File: src/rtl/spart_tx_framer.sv
// rtl/spart_tx_framer.sv - SPART transmit framer: NUM_BYTES 8N1 characters per send_tx strobe
// Optional even parity bit per character when SPART_TX_PARITY_EN is defined.
module spart_tx_framer #(
    parameter int BAUD_DIV  = 434,
    parameter int NUM_BYTES = 3
) (
    input  logic                   clk,
    input  logic                   rst,
    input  logic                   send_tx,
    input  logic [8*NUM_BYTES-1:0] tx_data,
    output logic                   txd,
    output logic                   busy,
    output logic                   tx_done,
    output logic                   tx_drop
);

    localparam int CW = (BAUD_DIV > 1) ? $clog2(BAUD_DIV) : 1;
    localparam int BW = $clog2(NUM_BYTES) + 1;
    localparam logic [CW-1:0] BAUD_LAST = CW'(BAUD_DIV - 1);
    localparam logic [BW-1:0] BYTE_LAST = BW'(NUM_BYTES - 1);

`ifdef SPART_TX_PARITY_EN
    typedef enum logic [2:0] {S_IDLE, S_START, S_DATA, S_PARITY, S_STOP, S_DONE} state_t;
`else
    typedef enum logic [2:0] {S_IDLE, S_START, S_DATA, S_STOP, S_DONE} state_t;
`endif

    state_t                 state, state_nxt;
    logic [8*NUM_BYTES-1:0] shreg;
    logic [CW-1:0]          baud_cnt;
    logic [2:0]             bit_idx;
    logic [BW-1:0]          byte_idx;
    logic                   baud_end;
    logic                   accept;
`ifdef SPART_TX_PARITY_EN
    logic                   par;
`endif

    assign baud_end = (baud_cnt == BAUD_LAST);

    always_ff @(posedge clk or posedge rst) begin
        if (rst) begin
            state <= S_IDLE;
        end else begin
            state <= state_nxt;
        end
    end

    always_comb begin
        state_nxt = state;
        accept    = 1'b0;
        txd       = 1'b1;
        busy      = 1'b0;
        tx_done   = 1'b0;
        case (state)
            S_IDLE, S_DONE: begin
                tx_done = (state == S_DONE);
                // DONE doubles as an idle cycle so frames can run back to back
                if (send_tx) begin
                    state_nxt = S_START;
                    accept    = 1'b1;
                end else begin
                    state_nxt = S_IDLE;
                end
            end
            S_START: begin
                busy = 1'b1;
                txd  = 1'b0;
                if (baud_end) state_nxt = S_DATA;
            end
            S_DATA: begin
                busy = 1'b1;
                txd  = shreg[0];
                if (baud_end && bit_idx == 3'd7) begin
`ifdef SPART_TX_PARITY_EN
                    state_nxt = S_PARITY;
`else
                    state_nxt = S_STOP;
`endif
                end
            end
`ifdef SPART_TX_PARITY_EN
            S_PARITY: begin
                busy = 1'b1;
                txd  = par;
                if (baud_end) state_nxt = S_STOP;
            end
`endif
            S_STOP: begin
                busy = 1'b1;
                if (baud_end) state_nxt = (byte_idx < BYTE_LAST) ? S_START : S_DONE;
            end
            default: state_nxt = S_IDLE;
        endcase
    end

    assign tx_drop = send_tx && busy;

    always_ff @(posedge clk or posedge rst) begin
        if (rst) begin
            shreg    <= '0;
            baud_cnt <= '0;
            bit_idx  <= '0;
            byte_idx <= '0;
`ifdef SPART_TX_PARITY_EN
            par      <= 1'b0;
`endif
        end else if (accept) begin
            shreg    <= tx_data;
            baud_cnt <= '0;
            bit_idx  <= '0;
            byte_idx <= '0;
`ifdef SPART_TX_PARITY_EN
            par      <= 1'b0;
`endif
        end else if (busy) begin
            baud_cnt <= baud_end ? '0 : baud_cnt + 1'b1;
            if (baud_end && state == S_DATA) begin
                // shifting out LSB-first leaves the next byte at [7:0] after 8 bits
                shreg   <= shreg >> 1;
                bit_idx <= bit_idx + 3'd1;
`ifdef SPART_TX_PARITY_EN
                par     <= par ^ shreg[0];
`endif
            end
            if (baud_end && state == S_STOP) begin
                byte_idx <= byte_idx + 1'b1;
`ifdef SPART_TX_PARITY_EN
                par      <= 1'b0;
`endif
            end
        end
    end

endmodule
File: config.mk
export PLATFORM = sky130hd
export DESIGN_NAME = spart_tx_framer
export DESIGN_NICKNAME = d
export VERILOG_FILES = /design/src/rtl/spart_tx_framer.sv
export SDC_FILE = /design/constraint.sdc
export NUM_CORES = 1
export LEC_CHECK = 0
export ABC_AREA = 1
export CAP_MARGIN = 0
export CORE_MARGIN = 8
export CORE_UTILIZATION = 55
export CTS_BUF_LIST = sky130_fd_sc_hd__clkbuf_8 sky130_fd_sc_hd__clkbuf_16
export CTS_CLUSTER_DIAMETER = 200
export DETAILED_ROUTE_END_ITERATION = 10
export HOLD_SLACK_MARGIN = 0.02
export MAX_ROUTING_LAYER = met4
export PLACE_DENSITY = 0.8
export SLEW_MARGIN = 15
export SYNTH_ARGS = -nofsm -noshare
export SYNTH_HDL_FRONTEND = slang
export SYNTH_SLANG_ARGS = --single-unit
File: constraint.sdc
create_clock -name clk -period 1.7 [get_ports clk]
set_input_delay 0.34 -clock clk [delete_from_list [all_inputs] [get_ports clk]]
set_output_delay 0.34 -clock clk [all_outputs]
set_load 0.005 [all_outputs]
==> reports/summary.log <==
qor: timing.finalClockSkew 6.03 ps
qor: logic_synthesis.per_instance_average_area_after_synthesis 7.46 um^2
qor: die.effective_utilization_at_floorplan 57.6%
qor: detailed_routing.drt-met1-wl 2300 um
qor: timing.hold_slack 397 ps
qor: cts.cts_num_sinks 42
qor: timing.period_utilization_post_route 95.1%
qor: cts.cts.hold.buffers_added 0
qor: final_layout.drive_above_1_share 12.5%
qor: detailed_routing.routed-wl-met3 141 um
qor: logic_synthesis.synthMostInstantiatedCell sky130_fd_sc_hd__nand2_1
qor: logic_synthesis.synth_edf_count 0
qor: critical_path.required 1360 ps
qor: run.cap_violations 0
qor: critical_path.cp_cell_sequence buf_4 -> inv_2 -> nand4_1 -> nand3_1 -> clkdlybuf4s15_1
qor: critical_path.cpMaxStageDelayCell sky130_fd_sc_hd__dfrtp_1
qor: critical_path.timing.critical_path.slowest_cell_delay 410 ps
qor: cts.clockBufferDepth 2
qor: detailed_routing.met2RoutedLength 2390 um
qor: timing.fmax 0.618 GHz
qor: power_and_ir_drop.power-per-cell-area 605 nW/um^2
qor: timing.tightest_slew 335 ps
qor: detailed_routing.drc_errors 0
qor: die.pin_count 31
qor: global_routing.initial_antenna_violation_count 0
qor: cts.clkTransAtPathRegs 70 ps
qor: final_layout.area.sequential 1050 um^2
qor: place.place.port_buffers 30
qor: final_layout.multi_input_comb_area 1100 um^2
qor: cts.tritoncts done
qor: power_and_ir_drop.irDropWorstVdd 421 uV
qor: logic_synthesis.netlist-cell-type-count 25
qor: detailed_routing.wl_per_cell 12.2 um
qor: logic_synthesis.synth_seq_area_share 45.3%
qor: critical_path.worst_setup_path_end_kind primary output
qor: logic_synthesis.synthCells 311
qor: cts.root_buffer sky130_fd_sc_hd__clkbuf_8
qor: timing.finalMaxSlewViolations 0
qor: logic_synthesis.synth_top_flop_cell sky130_fd_sc_hd__dfrtp_1
qor: critical_path.path_class reg -> out
qor: global_routing.grt_pass1_vias 1982
qor: power_and_ir_drop.p_leak 1.58 nW
qor: timing.worst_slew_margin_rel 77.6%
qor: logic_synthesis.netlist.top_cell.by_area sky130_fd_sc_hd__dfrtp_1
qor: final_layout.finish.net_count 384
qor: detailed_routing.dr_total_vias 2035
qor: final_layout.antenna-diode-count 0
qor: place.place_congestion 0.784
qor: cts.h_tree_levels 2
qor: global_routing.grt_use_total 16.5%
qor: detailed_routing.routed_wl 4880 um
qor: cts.worstSkewPairLatency 290 ps
qor: detailed_routing.highest_layer met4
qor: run_status.status complete, no violations
qor: logic_synthesis.yosys-top-cells-area sky130_fd_sc_hd__dfrtp_1, sky130_fd_sc_hd__nand2_1, sky130_fd_sc_hd__nand3_1
qor: die.die_h 81.0 um
qor: timing.rsz_0062_raised_after_global_routing no
qor: logic_synthesis.async_flop_share 100%
qor: die.die-width 81.0 um
qor: timing.setup_viol 0
qor: logic_synthesis.synth.cell_area 2320 um^2
qor: global_routing.grt_pass1_wl 8500 um
qor: final_layout.stdcell_count 401
qor: logic_synthesis.synth.yosys.warnings 0
qor: detailed_routing.drt-pass1-iter-count 4
qor: global_routing.pin_count_of_the_biggest_net_entering_global_routing 43
qor: timing.hold_viol 0
qor: hold_path.hold_class in -> async
qor: critical_path.crit_fanout 3
qor: detailed_routing.antenna_violating_nets_post_route 0
qor: logic_synthesis.synthesis.nets 343
qor: logic_synthesis.commonest_cells_in_the_synthesized_netlist sky130_fd_sc_hd__nand2_1, sky130_fd_sc_hd__dfrtp_1, sky130_fd_sc_hd__nand3_1, sky130_fd_sc_hd__inv_1, sky130_fd_sc_hd__nor2_1
qor: critical_path.critPathArrivalTime 1280 ps
qor: place.place_inst 391
qor: detailed_routing.dr.first_iter.drc_count 86
qor: die.floorplan.rows 23
qor: logic_synthesis.postSynthRegisterBits 42
qor: die.die-area 6550 um^2
qor: timing.finalCriticalPeriod 1620 ps
qor: detailed_routing.detailed_route_vias_per_instance 5.07
qor: final_layout.area_delta_synth_final 22.4%
qor: die.core_area 4030 um^2
qor: place.hpwlAfterDp 3390 um
qor: global_routing.globalRouteOverflowTotal 0
qor: logic_synthesis.yosysTopAreaCellShare 45.3%
qor: critical_path.critical_path.startpoint_type flop
qor: final_layout.num-fill-cells 342
qor: cts.cts_buffers 5
[metal layers]
metal	global-route usage (%)	vias up
met4	6.07	0
li1	-	1059
met3	3.53	6
met2	26.4	31
met5	-	-
met1	20.1	939
[flip-flops by register name, indices dropped and copies added (netlist names)]
| signal | cells |
|---|---|
| baud_cnt | 9 |
| bit_idx | 3 |
| byte_idx | 3 |
| shreg | 24 |
| state | 3 |
[final timing paths]
check,cells past startpoint,startpoint,slack [ps],endpoint
min in group clk,2,shreg[8]$_DFFE_PP0P_,480,shreg[8]$_DFFE_PP0P_
setup reg to reg,10,baud_cnt[1]$_DFFE_PP0P_,140,byte_idx[1]$_DFFE_PP0P_
setup / recovery,5,state[0]$_DFFE_PP0P_,80,txd
max in group asynchronous,3,rst,1090,bit_idx[1]$_DFFE_PP0P_
hold / removal,3,rst,400,state[1]$_DFFE_PP0P_
hold reg to reg,2,shreg[8]$_DFFE_PP0P_,480,shreg[8]$_DFFE_PP0P_
[cell usage in the layout (no fill, tap or decap), drive strengths merged, types with 2 or more instances in the layout]
cell type / count
a21oi: 5
buf: 17
o21bai: 2
nor2: 11
or2: 3
o21ai: 15
ha: 5
dlygate4sd2: 4
clkdlybuf4s50: 25
clkbuf: 6
inv: 17
nand3: 34
dfrtp: 42
nand4: 2
nand2: 158
[final cells by class]
class	instances	area share, %
well taps	50	2.20
multi-input cells	239	38.9
flip-flops and latches	42	37.0
repair buffers	47	16.7
inverters	17	2.33
clock buffers	6	2.91
[critical path, delay by kind of cell, from the launching register on]
kind | cells | cell delay (ps)
buf+inv | 3 | 400
flops | 1 | 410
simple gates | 2 | 170
[metrics by stage]
step | util (%) | TNS [ps] | power (W) | setup WS [ps] | instance area [um^2]
after global placement | 67.8 | -186 | 0.00111 | -186 | 2730
final | 70.5 | 0 | 0.00172 | 82.6 | 2840
after floorplan | - | 0 | 0.00103 | 311 | 2320
after global routing | 70.5 | 0 | 0.00179 | 6.54 | 2840
after detailed placement | 67.8 | -186 | 0.00111 | -186 | 2730
after CTS | 70.5 | 0 | 0.00174 | 46.0 | 2840
[kinds of logic (layout without fill, tap and decap cells)]
family | after synthesis | in the layout | share of synthesized area [%]
and+or+nand+nor | 210 | 210 | 38.5
DFF | 42 | 42 | 45.3
buffers and inverters | 30 | 70 | 7.22
AOI/OAI and AO/OA | 23 | 23 | 5.88
adders and majority gates | 5 | 5 | 2.70
xor gates and xnor gates | 1 | 1 | 0.377
[what timing repair did]
action	in CTS	in global routing
pin swaps	1	1
resized for setup	7	3
setup buffers	4	0
setup endpoints to repair	4	2
cloned	0	0
[report_power, final]
group | switching [W] | total, W | internal [W]
Clock | 0.000320 | 0.000633 | 0.000313
Sequential | 0 | 0.000998 | 0.000998
Combinational | 0.0000300 | 0.0000872 | 0.0000572
No activity file was read; power rests on OpenSTA's default activity.
==> RTL change 1: new RTL, same settings <==
Make the reset (`rst`) synchronous in 2 clocked blocks.
--- a/src/rtl/spart_tx_framer.sv
+++ b/src/rtl/spart_tx_framer.sv
@@ -39,5 +39,5 @@
     assign baud_end = (baud_cnt == BAUD_LAST);
 
-    always_ff @(posedge clk or posedge rst) begin
+    always_ff @(posedge clk) begin
         if (rst) begin
             state <= S_IDLE;
@@ -97,5 +97,5 @@
     assign tx_drop = send_tx && busy;
 
-    always_ff @(posedge clk or posedge rst) begin
+    always_ff @(posedge clk) begin
         if (rst) begin
             shreg    <= '0;
Check against the original RTL: differs if rst is asserted again (counterexample within 4 cycles, from zero or initial values and one cycle with rst high); with rst held inactive, the same outputs for 10 cycles.
==> RTL change 1 against the original RTL <==
- worst hold slack improved by 79 ps
- design area fell by 2.2%
- critical path depth unchanged
- area after synthesis fell by 6.7%
- routed wire length down 3.3%
- die area fell by 5.4%
- count of clock-buffer cells in the layout grew 2
- first-iteration DRC count shrank 2.3%
- setup slack got worse by 10 ps
- sequential cell count is the same
- critical path type unchanged
Power is not compared: it rests on default switching activity, and its combinational part moved more than twofold at a synthesized area within 25%.
==> RTL change 1: results (changes against the original RTL) <==
Outcome = finished, final reports clean
DR WL/cell = 11.2 um (-7.9%)
R2R Path End = bit_idx[0]
Area contributors post-synth = dfxtp_1 39%, nand2_1 21%, a21oi_1 7.9%, nand3_1 7.9%, nor2_1 4.2%
Critical Path Start = state[2]
Vias in the first global route = 1935 (-2.4%)
Synth cell types = 27 (+8.0%)
Hold path cells = 2
Post-synthesis net count = 355 (+3.5%)
Largest net degree at the start of global routing = 28 (-35%)
Cell total after placement = 408 (+4.3%)
Worst-path fanout max = 3 (unchanged)
Pwr/cell area = 1240 mW/mm2
Clock H-tree levels = 2 (unchanged)
Leakage = 1.18 nW
Gr usage total = 16.3% (-0.21 points)
Register area share after synthesis = 38.8% (-6.5 points)
Routability cong. = 0.815 (+4.0%)
Fillcell total = 348 (+1.8%)
FF-to-FF path depth = 8 (-2)
Initial antenna violation count = 0 (unchanged)
Worst reg-to-reg setup slack = 140 ps (about the same)
Worst-margin pin slew = 325 ps (-10.6 ps)
I/O Buffers = 30 (unchanged)
Drt via density = 5.02 (-1.1%)
Regs by FF count = shreg (24), baud_cnt (9)
Skew final = 5.22 ps (-0.803 ps)
Hold Crit Class = reg2reg
Synth warn = 0 (unchanged)
Detailed Routing Iterations Pass 1 = 6 (+2)
Post-DP HPWL = 3.40 mm (+0.48%)
Drt total wl = 4.72 mm (-3.3%)
Avg Inst Size Synth = 6.71 um2 (-10%)
Initial drt markers = 84 (-2.3%)
Max Cap Viol = 0 (unchanged)
Peak VDD IR = 0.602 mV
Placed Instance Area = 0.00260 mm2 (-4.8%)
First-pass GRT wire length = 8.05 mm (-5.4%)
Layout cells sized above 1 = 15.4% (+2.8 points)
Nets = 402 (+4.7%)
Longest Clk Path Bufs = 2 (unchanged)
Async set or reset register ratio after synthesis = 0% (-100 points)
Most instantiated cells after synthesis = 121 x nand2_1, 42 x dfxtp_1, 34 x a21oi_1, 34 x nand3_1, 24 x nor2_1
Clk Latency, worst-skew pair = 300 ps
Worst path arrival time = 1290 ps
Hold Fails Final Rpt = 0 (unchanged)
CTS buffer count = 5 (unchanged)
Ant diodes = 0 (unchanged)
Worst setup path end = txd
Worst-path clk slew = 80 ps
Reg-to-Reg Start = baud_cnt[0]
CTS root buf = clkbuf_8
[RTL change 1: kinds of logic (layout without fill, tap and decap cells)]
group / count (synthesis) / in the layout / share of synthesized area (%)
buf+inv: 39 / 87 / 8.90
simple gates: 195 / 195 / 38.9
xor+xnor: 2 / 2 / 0.809
flops: 42 / 42 / 38.8
fa+ha+maj: 5 / 5 / 2.89
compound gates: 40 / 40 / 9.65
[RTL change 1: per-layer routing]
metal	wire length, um	global-route usage (%)	up-vias
li1	-	-	1127
met2	2340	26.4	44
met5	0	-	-
met1	2140	18.2	936
met3	169	4.51	6
met4	70	7.78	0
[RTL change 1: per-stage QoR]
stage                     worst slack [ps]  hold slack [ps]
after floorplan                        269              437
after global placement                -101              456
after detailed placement              -131              463
after CTS                            -4.77              479
after global routing                  2.84              491
final                                 72.2              477
[RTL change 1: critical path, stage by stage (launching register included)]
cell and delay (ps):
dfxtp_2 350, nor2_2 170, buf_4 140, o21ai_2 60
a21o_1 150, buf_2 120
[RTL change 1: report_power, final]
group	switching, mW	total [mW]	internal, mW
clock	0.341	0.751	0.410
sequential	0.0663	1.17	1.10
combinational	0.825	1.52	0.690
[RTL change 1: worst min-delay path by stage]
stage	start	endpoint	slack, ps
after detailed placement	baud_cnt[5]	baud_cnt[5]	460
after floorplan	baud_cnt[5]	baud_cnt[5]	440
final	shreg[23]	shreg[23]	480
after CTS	bit_idx[1]	bit_idx[1]	480
after global placement	bit_idx[1]	bit_idx[1]	460
after global routing	bit_idx[1]	bit_idx[1]	490
[RTL change 1: repair_timing]
action	4_1_cts	5_1_grt
pin swaps	3	1
buffers inserted	5	0
gates resized for setup	20	6
endpoints found under the hold margin	0	0
endpoints found under the setup margin	4	15
[RTL change 1: final cells by class]
class / instances / area, um2 / area share (%)
clock buffer: 8 / 110 / 3.97
inverter: 25 / 98.8 / 3.56
multi-input combinational: 242 / 1160 / 41.7
sequential: 42 / 845 / 30.4
tap: 50 / 62.6 / 2.25
timing repair buffer: 54 / 503 / 18.1
==> RTL change 2: new RTL, same flow settings <==
Without the edit above. Build with the macro `SPART_TX_PARITY_EN` defined.
--- a/src/rtl/spart_tx_framer.sv
+++ b/src/rtl/spart_tx_framer.sv
@@ -1,4 +1,6 @@
 // rtl/spart_tx_framer.sv - SPART transmit framer: NUM_BYTES 8N1 characters per send_tx strobe
 // Optional even parity bit per character when SPART_TX_PARITY_EN is defined.
+`define SPART_TX_PARITY_EN
+
 module spart_tx_framer #(
     parameter int BAUD_DIV  = 434,
Formal check against the unedited RTL: no difference found for any inputs over 10 cycles, from zero or initial values and one cycle with rst high; that may be too few to reach the edited logic, so the function may still have changed.
==> RTL change 2 against the original RTL <==
- sequential share of layout area down 3.7 points
- design area up 14%
- global-route usage up 0.53 points
- area after synthesis up 11%
- cell count up 16%
- count of clock-buffer cells in the layout unchanged
- setup slack worse by 54 ps
- clock power up 32%
- routed wire length up 16%
- sequential cell count up 1
- power up 14%
- non-clock buffer count up 9
- critical path type unchanged
- largest power group unchanged
==> RTL change 2: results (changes against the original RTL) <==
Synth cell types = 27 (+8.0%)
Slew headroom = 78.9% (+1.3 points)
Gr usage total = 17.0% (+0.53 points)
Worst path arrival time = 1330 ps (+50 ps)
Layout cells sized above 1 = 18.0% (+5.5 points)
Fillcell total = 364 (+6.4%)
Vias in the first global route = 2192 (+11%)
Worst-path fanout max = 4 (+1)
Post-synthesis net count = 389 (+13%)
Largest net degree at the start of global routing = 44 (+2.3%)
Area contributors post-synth = dfrtp_1 42%, nand2_1 19%, inv_1 9.0%, nand3_1 8.0%, nand2_2 3.9%
CP max-delay cell = dfrtp_1
R2R Path End = shreg[10]
First-pass GRT wire length = 9.72 mm (+14%)
DR WL/cell = 12.2 um (-0.11%)
Register area share after synthesis = 41.8% (-3.5 points)
Post-route ant nets = 0 (unchanged)
Compound-Gate Fraction of Synth Area = 3.01% (-2.9 points)
Nets = 442 (+15%)
Routability cong. = 0.824 (+5.2%)
Synthesized netlist cell count = 357 (+15%)
Critical Path Start = state[2]
Most instantiated cells after synthesis = 127 x nand2_1, 62 x inv_1, 43 x dfrtp_1
Cell total after placement = 445 (+14%)
XOR/XNOR share of the synthesized area = 1.70% (+1.3 points)
Skew final = 4.55 ps (-1.48 ps)
Post-DP HPWL = 3.64 mm (+7.5%)
Outcome = finished, final reports clean
Leakage = 1.74 nW (+9.7%)
Post-Synth Adder-Cell Area = 2.43% (-0.27 points)
Peak VDD IR = 0.403 mV (-4.4%)
Vias post-DR = 2260 (+11%)
FF-to-FF path depth = 9 (-1)
Top-area cell type share of the netlist area = 41.8% (-3.5 points)
Initial drt markers = 132 (+53%)
[RTL change 2: worst min path at each step]
stage                  end  slack [ps]  depth (start not counted)
2_1_floorplan   bit_idx[1]         450                          2
3_3_place_gp    bit_idx[2]         460                          2
3_5_place_dp     shreg[20]         470                          2
4_1_cts        baud_cnt[4]         410                          3
5_1_grt           shreg[4]         420                          3
6_report          shreg[4]         400                          3
[RTL change 2: stage by stage]
step / setup slack [ps] / hold slack, ps / TNS (ps) / cell area (um2)
finish: 29.1 / 395 / 0 / 3240
global placement: -83.2 / 460 / -83.2 / 2990
detailed placement: -117 / 466 / -117 / 2990
CTS: -35.3 / 407 / -62.9 / 3160
global route: -22.2 / 419 / -52.0 / 3240
floorplan: 293 / 446 / 0 / 2580
[RTL change 2: worst register-to-register path: cells and delay by family (launching register included)]
| family | cells | cell delay, ps |
|---|---|---|
| adders and majority gates | 1 | 140 |
| buffers and inverters | 2 | 210 |
| DFF | 1 | 400 |
| and+or+nand+nor | 6 | 690 |
[RTL change 2: what timing repair did]
action	4_1_cts	5_1_grt
buffers inserted	7	5
resized for setup	9	17
pin swaps	1	3
endpoints found under the setup margin	4	16
[RTL change 2: metal layers]
layer / track usage (%) / share of wire, % / vias up
li1: - / - / 1174
met1: 19.6 / 46 / 1045
met2: 28.1 / 50 / 33
met3: 4.39 / 2.7 / 8
met4: 5.99 / 1.4 / 0
met5: - / 0 / -
[RTL change 2: layout make-up]
type                            instances  area (um2)  area share (%)
Timing Repair Buffer                   56         528            16.3
Inverter                               70         268            8.28
Clock buffer                            6        82.6            2.55
Tap cell                               54        67.6            2.09
Sequential cell                        43        1080            33.3
Clock inverter                          2        35.0            1.08
Multi-Input combinational cell        234        1180            36.4
[RTL change 2: cells by family (layout without fill, tap and decap cells)]
kind of cell | after synthesis | after routing
AOI/OAI and AO/OA | 15 | 15
xor gates and xnor gates | 5 | 5
adders and majority gates | 5 | 5
buffers and inverters | 80 | 134
DFF | 43 | 43
and+or+nand+nor | 209 | 209
[RTL change 2: report_power, final]
part | internal, mW | switching, mW
combinational | 0.0630 | 0.0385
sequential | 1.02 | 0
clock | 0.476 | 0.361
total | 1.56 | 0.400
